**config.mk**
```make
export PLATFORM = sky130hd
export DESIGN_NAME = dmem_access_ctrl_flat
export DESIGN_NICKNAME = d
export VERILOG_FILES = /design/src/rtl/dmem_pkg.sv /design/src/rtl/dmem_access_ctrl_if.sv /design/src/rtl/dmem_lane_align.sv /design/src/rtl/dmem_access_ctrl.sv /design/src/flat_wrapper.sv
export SDC_FILE = /design/constraint.sdc
export NUM_CORES = 1
export LEC_CHECK = 0
export CAP_MARGIN = 20
export CORE_ASPECT_RATIO = 1.1
export CORE_UTILIZATION = 35
export CTS_BUF_LIST = sky130_fd_sc_hd__clkbuf_2
export CTS_CLUSTER_SIZE = 30
export DETAILED_ROUTE_END_ITERATION = 10
export PLACE_DENSITY_LB_ADDON = 0.15
export SLEW_MARGIN = 20
export SYNTH_ARGS = -nofsm -noshare
export SYNTH_HDL_FRONTEND = slang
export SYNTH_SLANG_ARGS = --single-unit
```
**constraint.sdc**
```tcl
create_clock -name clk -period 4.6 [get_ports clk]
set_input_delay 0.92 -clock clk [delete_from_list [all_inputs] [get_ports clk]]
set_output_delay 0.92 -clock clk [all_outputs]
set_load 0.03 [all_outputs]
```
**src/rtl/dmem_pkg.sv**
```systemverilog
// Shared types and constants for the MEM-stage data RAM access controller.
package dmem_pkg;

    localparam int NUM_LANES = 4;
    localparam int BO_LITTLE = 0;
    localparam int BO_BIG    = 1;

    typedef enum logic [1:0] {
        SZ_BYTE = 2'b00,
        SZ_HALF = 2'b01,
        SZ_WORD = 2'b10,
        SZ_RSVD = 2'b11
    } mem_size_e;

    typedef enum logic {
        IDLE   = 1'b0,
        RMW_WR = 1'b1
    } state_e;

    // Reserved size behaves as a word access.
    function automatic logic is_misaligned(logic [1:0] size, logic [1:0] ofs);
        case (mem_size_e'(size))
            SZ_BYTE: return 1'b0;
            SZ_HALF: return ofs[0];
            default: return ofs != 2'b00;
        endcase
    endfunction

endpackage

```
**src/rtl/dmem_access_ctrl_if.sv**
```systemverilog
// Pipeline-side and RAM-side signals of the data memory access controller.
interface dmem_access_ctrl_if #(parameter int ADDR_W = 14);

    logic              mem_read;
    logic              mem_write;
    logic [1:0]        mem_size;
    logic              mem_unsigned;
    logic [31:0]       address;
    logic [31:0]       store_data;
    logic [31:0]       load_data;
    logic              stall;
    logic              addr_err;
    logic [ADDR_W-1:0] ram_addr;
    logic              ram_we;
    logic [31:0]       ram_din;
    logic [31:0]       ram_dout;

    modport slave (
        input  mem_read, mem_write, mem_size, mem_unsigned, address, store_data, ram_dout,
        output load_data, stall, addr_err, ram_addr, ram_we, ram_din
    );

    modport master (
        output mem_read, mem_write, mem_size, mem_unsigned, address, store_data, ram_dout,
        input  load_data, stall, addr_err, ram_addr, ram_we, ram_din
    );

endinterface

```
**src/rtl/dmem_lane_align.sv**
```systemverilog
// Combinational lane logic: sub-word store merge into a RAM word and load extract/extend.
module dmem_lane_align
    import dmem_pkg::*;
#(
    parameter int BYTE_ORDER = BO_LITTLE
) (
    input  logic [31:0] word,
    input  logic [31:0] st_data,
    input  logic [1:0]  size,
    input  logic [1:0]  ofs,
    input  logic        ld_unsigned,
    output logic [31:0] new_word,
    output logic [31:0] ld_data
);

    logic [1:0]           byte_lane;
    logic                 half_lane;
    logic [NUM_LANES-1:0] wmask;
    logic [31:0]          rep;
    logic [31:0]          b_sh;
    logic [31:0]          h_sh;

    // Big-endian mirrors the lane index: 3-ofs for bytes, 1-ofs[1] for halves.
    assign byte_lane = (BYTE_ORDER == BO_BIG) ? ~ofs    : ofs;
    assign half_lane = (BYTE_ORDER == BO_BIG) ? ~ofs[1] : ofs[1];

    always_comb begin
        wmask = 4'b1111;
        rep   = st_data;
        case (mem_size_e'(size))
            SZ_BYTE: begin
                wmask = 4'b0001 << byte_lane;
                rep   = {4{st_data[7:0]}};
            end
            SZ_HALF: begin
                wmask = half_lane ? 4'b1100 : 4'b0011;
                rep   = {2{st_data[15:0]}};
            end
            default: ;
        endcase
    end

    for (genvar i = 0; i < NUM_LANES; i++) begin : g_lane
        assign new_word[8*i +: 8] = wmask[i] ? rep[8*i +: 8] : word[8*i +: 8];
    end

    assign b_sh = word >> {byte_lane, 3'b000};
    assign h_sh = word >> {half_lane, 4'b0000};

    always_comb begin
        ld_data = word;
        case (mem_size_e'(size))
            SZ_BYTE: ld_data = {{24{~ld_unsigned & b_sh[7]}},  b_sh[7:0]};
            SZ_HALF: ld_data = {{16{~ld_unsigned & h_sh[15]}}, h_sh[15:0]};
            default: ;
        endcase
    end

endmodule

```
**src/rtl/dmem_access_ctrl.sv**
```systemverilog
// MEM-stage data RAM sequencer: pass-through word accesses, 2-cycle RMW for
// byte/half stores, load extraction, and misaligned-access suppression.
module dmem_access_ctrl
    import dmem_pkg::*;
#(
    parameter int ADDR_W     = 14,
    parameter int BYTE_ORDER = BO_LITTLE
) (
    input  logic               clk,
    input  logic               rst,
    dmem_access_ctrl_if.slave  bus
);

    state_e      state_q, state_d;
    logic [31:0] merge_q, merge_d;
    logic [31:0] new_word;
    logic [31:0] ld_ext;
    logic        access;
    logic        misaligned;
    logic        is_word;
    logic        stall;
    logic        ram_we;
    logic        addr_err;
    logic [31:0] ram_din;
    logic        unused_addr;

    assign access      = bus.mem_read | bus.mem_write;
    assign misaligned  = is_misaligned(bus.mem_size, bus.address[1:0]);
    assign is_word     = bus.mem_size[1];
    assign unused_addr = ^{bus.address[31:ADDR_W+2]};

    dmem_lane_align #(.BYTE_ORDER(BYTE_ORDER)) u_align (
        .word        (bus.ram_dout),
        .st_data     (bus.store_data),
        .size        (bus.mem_size),
        .ofs         (bus.address[1:0]),
        .ld_unsigned (bus.mem_unsigned),
        .new_word    (new_word),
        .ld_data     (ld_ext)
    );

    always_comb begin
        state_d  = state_q;
        merge_d  = merge_q;
        stall    = 1'b0;
        ram_we   = 1'b0;
        addr_err = 1'b0;
        ram_din  = bus.store_data;
        if (!rst) begin
            case (state_q)
                IDLE: begin
                    addr_err = access & misaligned;
                    if (bus.mem_write && !misaligned) begin
                        if (is_word) begin
                            ram_we = 1'b1;
                        end else begin
                            // Read half of the RMW: the RAM returns the old word this cycle.
                            stall   = 1'b1;
                            merge_d = new_word;
                            state_d = RMW_WR;
                        end
                    end
                end
                RMW_WR: begin
                    ram_we  = 1'b1;
                    ram_din = merge_q;
                    state_d = IDLE;
                end
                default: state_d = IDLE;
            endcase
        end
    end

    always_ff @(posedge clk) begin
        if (rst) begin
            state_q <= IDLE;
            merge_q <= '0;
        end else begin
            state_q <= state_d;
            merge_q <= merge_d;
        end
    end

    assign bus.ram_addr  = bus.address[ADDR_W+1:2];
    assign bus.ram_we    = ram_we;
    assign bus.ram_din   = ram_din;
    assign bus.stall     = stall;
    assign bus.addr_err  = addr_err;
    assign bus.load_data = misaligned ? 32'h0 : ld_ext;

endmodule

```
**src/flat_wrapper.sv**
```systemverilog
// flat-port wrapper written by rule: the top's interface ports become plain ports
module dmem_access_ctrl_flat import dmem_pkg::*;
#(
    parameter int ADDR_W     = 14,
    parameter int BYTE_ORDER = BO_LITTLE
)
  (clk, rst, bus_mem_read, bus_mem_write, bus_mem_size, bus_mem_unsigned, bus_address, bus_store_data, bus_ram_dout, bus_load_data, bus_stall, bus_addr_err, bus_ram_addr, bus_ram_we, bus_ram_din);
  dmem_access_ctrl_if #(.ADDR_W(ADDR_W)) bus_i ();
  input  logic clk;
  input  logic rst;
  input wire logic [$bits(bus_i.mem_read)-1:0] bus_mem_read;
  input wire logic [$bits(bus_i.mem_write)-1:0] bus_mem_write;
  input wire logic [$bits(bus_i.mem_size)-1:0] bus_mem_size;
  input wire logic [$bits(bus_i.mem_unsigned)-1:0] bus_mem_unsigned;
  input wire logic [$bits(bus_i.address)-1:0] bus_address;
  input wire logic [$bits(bus_i.store_data)-1:0] bus_store_data;
  input wire logic [$bits(bus_i.ram_dout)-1:0] bus_ram_dout;
  output wire logic [$bits(bus_i.load_data)-1:0] bus_load_data;
  output wire logic [$bits(bus_i.stall)-1:0] bus_stall;
  output wire logic [$bits(bus_i.addr_err)-1:0] bus_addr_err;
  output wire logic [$bits(bus_i.ram_addr)-1:0] bus_ram_addr;
  output wire logic [$bits(bus_i.ram_we)-1:0] bus_ram_we;
  output wire logic [$bits(bus_i.ram_din)-1:0] bus_ram_din;
  assign bus_i.mem_read = bus_mem_read;
  assign bus_i.mem_write = bus_mem_write;
  assign bus_i.mem_size = bus_mem_size;
  assign bus_i.mem_unsigned = bus_mem_unsigned;
  assign bus_i.address = bus_address;
  assign bus_i.store_data = bus_store_data;
  assign bus_i.ram_dout = bus_ram_dout;
  assign bus_load_data = bus_i.load_data;
  assign bus_stall = bus_i.stall;
  assign bus_addr_err = bus_i.addr_err;
  assign bus_ram_addr = bus_i.ram_addr;
  assign bus_ram_we = bus_i.ram_we;
  assign bus_ram_din = bus_i.ram_din;
  dmem_access_ctrl #(.ADDR_W(ADDR_W), .BYTE_ORDER(BYTE_ORDER)) u_core (.clk(clk), .rst(rst), .bus(bus_i));
endmodule
```
==> metrics.md <==
| Metric | Value |
|---|---|
| First-pass GRT wire length | `16640 um` |
| Post-cts resize count | `0` |
| Synth Area in Simple Gates | `0.2055` |
| Maximum fanout along the worst path | `15` |
| Fin crit period | `4.012 ns` |
| Crit-path slowest cell | `clkdlybuf4s50_1` |
| Max Cap Violations | `0` |
| Share of cells above drive strength 1 | `0.2029` |
| DRT Wirelength | `10860 um` |
| Die area | `slightly below 0.009 mm2` |
| Antenna-violating nets left | `0` |
| Seq/Total Area, Yosys | `0.2218` |
| Largest family of logic cells by synthesized area | `compound AO/OA/AOI/OAI gates` |
| Leak Pwr | `0.001645 uW` |
| Grt total ovfl | `0` |
| Clock root buffer | `clkbuf_2` |
| Startpoint types | `input port` |
| Worst skew pair latency | `between 0.3 and 0.4 ns` |
| Drt via density | `~5.5` |
| Die Span Y | `approximately 99 um` |
| CTS tree | `done` |
| Placeable Area | `between 0.008 and 0.009 mm2` |
| Clock sinks | `33` |
| Headroom to the max-slew limit | `0.5485` |
| # IOs | `around 180` |
| First-pass iteration count of the detailed router | `6` |
| Crit-path cells | `clkdlybuf4s50_1 > buf_4 > clkinv_1 > nand2_1 > o22ai_1 > clkdlybuf4s50_1` |
| DP Area | `about 0.0042 mm2` |
| Setup crit end kind | `output port` |
| DRT iter0 DRCs | `just under 300` |
| Post-synthesis adder-cell area fraction | `0` |
| GRT Util Overall | `0.2388` |
| Post-DP HPWL | `about 8400 um` |
| Synth unique cells | `41` |
| Input/output buffers | `about 140` |
| Most frequent CP cell | `clkdlybuf4s50_1` |
| Final setup vio count | `0` |
| GPL Wtd Cong | `0.8850` |
| Crit share post-route | `0.8721` |
| Num CTS Buffers | `5` |
| Vias in the first global route | `3021` |
| HP Class | `flip-flop to flip-flop` |
| Syn Area/Cell | `between 7 and 8 um2` |
| Largest net degree at the start of global routing | `49` |
| XOR/XNOR Fraction of Synth Area | `0` |
| Syn_nets | `slightly below 500` |
| WL per Instance | `roughly 18 um` |
| Initial antenna violation count | `0` |
| Synth Area in Compound Gates | `0.2849` |
| Number of diodes | `0` |
| #FFs+latches synth | `33` |
| Nets@finish | `between 500 and 600` |
| Total number of vias | `around 3300` |
| Synthesized area | `a little under 0.003 mm2` |
| Worst VDD drop | `85.75 uV` |
| Worst EP required | `around 3.7 ns` |
| Setup repair bufs after CTS | `0` |
| Clock skew | `about 0.010 ns` |
| Post-synthesis mux area share | `0.1849` |
| Max incr delay on CP | `approximately 0.61 ns` |
| Cells after Synth | `380` |
| Layout area overhead | `44.29%` |
| Maximum clock insertion buffer count | `2` |
| Worst EP arrival | `3.09 ns` |
| Die Wd | `around 90 um` |
| Power Density | `221.2 mW/mm2` |
| Status | `finished, final reports clean` |
| Row cnt | `34` |
| Clock-pin slew on the worst setup and hold paths | `about 0.17 ns` |
| Crit Path Class | `input port to output port` |
| # DRC | `0` |
| Yosys warning count | `0` |
| Crit path max-delay family | `buffers and inverters` |
| Final hold violations | `0` |
| Least-Margin Pin Slew | `slightly below 0.7 ns` |
| Hold buffers post-CTS | `0` |
| RSZ-0062 raised after global routing | `no` |
| Final slew viol count | `0` |
| Finished Cell Area | `roughly 0.0043 mm2` |
| Worst path bufs/invs | `4` |
| CTS H-Tree Depth | `2` |
| Fmax | `249.3 MHz` |
| Initial Util | `0.3684` |
| Setup TNS | `0 ns` |
state kept, by name, summed over array words and instances (netlist names):
| name | count |
|---|---|
| u_core.state_q | 1 |
| u_core.merge_q | 32 |
worst min-delay path: stages, from the launching register on:
cell,delay (ns)
dfxtp_1,0.35
nand2_1,0.05
o32ai_1,0.06
Yosys cell counts:
library cell  count  area, um2
nor2_1           48      180.2
a21oi_1          33      165.2
dfxtp_1          33      660.6
mux2_2           31      349.1
a211oi_1         28      210.2
nor2b_1          21      131.4
nand2_1          20      75.07
mux2i_1          19      190.2
buf_4            17      127.6
a31oi_1          15      93.84
clkbuf_1         15      56.30
nand2b_1         14      87.58
buf_2            13      65.06
o22ai_1           9      56.30
a222oi_1          8      80.08
o32ai_1           8      70.07
or3_1             8      50.05
a32oi_1           7      61.31
a211oi_2          5      62.56
inv_1             5      18.77
buf_1             2      7.510
buf_6             2      22.52
a21oi_2           1      8.760
a32o_1            1      10.01
and2_0            1      6.260
and2_1            1      6.260
and3_1            1      6.260
clkbuf_2          1      5.000
clkinv_1          1      3.750
mux2_1            1      11.26
nand3_1           1      5.000
nor2_2            1      6.260
nor2b_4           1      13.76
nor3b_4           1      18.77
nor4_1            1      6.260
o21ai_0           1      5.000
o21ai_2           1      8.760
o21ai_4           1      16.27
or2_0             1      6.260
or2_1             1      6.260
or2_2             1      6.260
report_power, final:
group / internal (uW) / leakage, uW / switching (uW)
combinational: 194 / 0.00133 / 246
sequential: 304 / 0.000270 / 8.76
clock: 92.8 / 0.0000406 / 105
total: 591 / 0.00165 / 359
per-stage QoR:
stage	hold WS (ns)	worst slack (ns)	cells	total power, uW	util
final	0.4868	0.5885	596	950.3	0.5316
after detailed placement	0.4650	0.6096	588	757.4	0.5237
after CTS	0.4857	0.6041	596	954.3	0.5316
after floorplan	0.4494	1.242	380	590.8	-
after global placement	0.4611	0.6516	588	755.1	0.5237
after global routing	0.5100	0.4705	596	995.2	0.5316
path summary, 6_finish.rpt:
| path | startpoint | to | slack [ns] | cells past startpoint |
|---|---|---|---|---|
| min reg2reg | u_core.merge_q[14]$_SDFFE_PP0P_ | u_core.merge_q[14]$_SDFFE_PP0P_ | 0.49 | 2 |
| max | bus_mem_size[1] | bus_load_data[6] | 0.59 | 6 |
| min | u_core.merge_q[14]$_SDFFE_PP0P_ | u_core.merge_q[14]$_SDFFE_PP0P_ | 0.49 | 2 |
| max reg2reg | u_core.state_q$_SDFF_PP0_ | u_core.merge_q[5]$_SDFFE_PP0P_ | 3.07 | 5 |
cell families after synthesis:
group / Yosys count
AOI/OAI and AO/OA: 118
buffers and inverters: 56
and+or+nand+nor: 122
DFF: 33
muxes: 51
cell type report:
| class | instances | area (um2) |
|---|---|---|
| Tap cell | 108 | 135.1 |
| Fill cell | 788 | 3786 |
| Inverter | 6 | 22.52 |
| Timing Repair Buffer | 150 | 1404 |
| Clock inverter | 2 | 33.78 |
| Sequential cell | 33 | 660.6 |
| Multi-Input combinational cell | 291 | 2011 |
| Clock buffer | 6 | 30.03 |
metal layers:
metal,global-route usage,share of wire,up-vias
met5,0,0,-
met4,0.05087,0.0094,0
met3,0.04321,0.095,8
met2,0.3893,0.45,178
met1,0.3296,0.44,1474
li1,-,-,1616
cells in the final DEF (no fill, tap or decap), types with 2 or more instances in the layout:
cell             count
dfxtp_1             33
a222oi_1             8
o22ai_1              9
clkbuf_2             6
buf_4               47
nand2b_1            14
a211oi_2             5
inv_1                5
o32ai_1              8
buf_12               2
clkdlybuf4s50_1    101
a21oi_1             33
a211oi_1            28
nor2_1              48
nand2_1             20
clkinv_1             2
a31oi_1             15
nor2b_1             21
a32oi_1              7
mux2_2              31
or3_1                8
mux2i_1             19
Note: power is estimated with default switching activity, not from simulation.
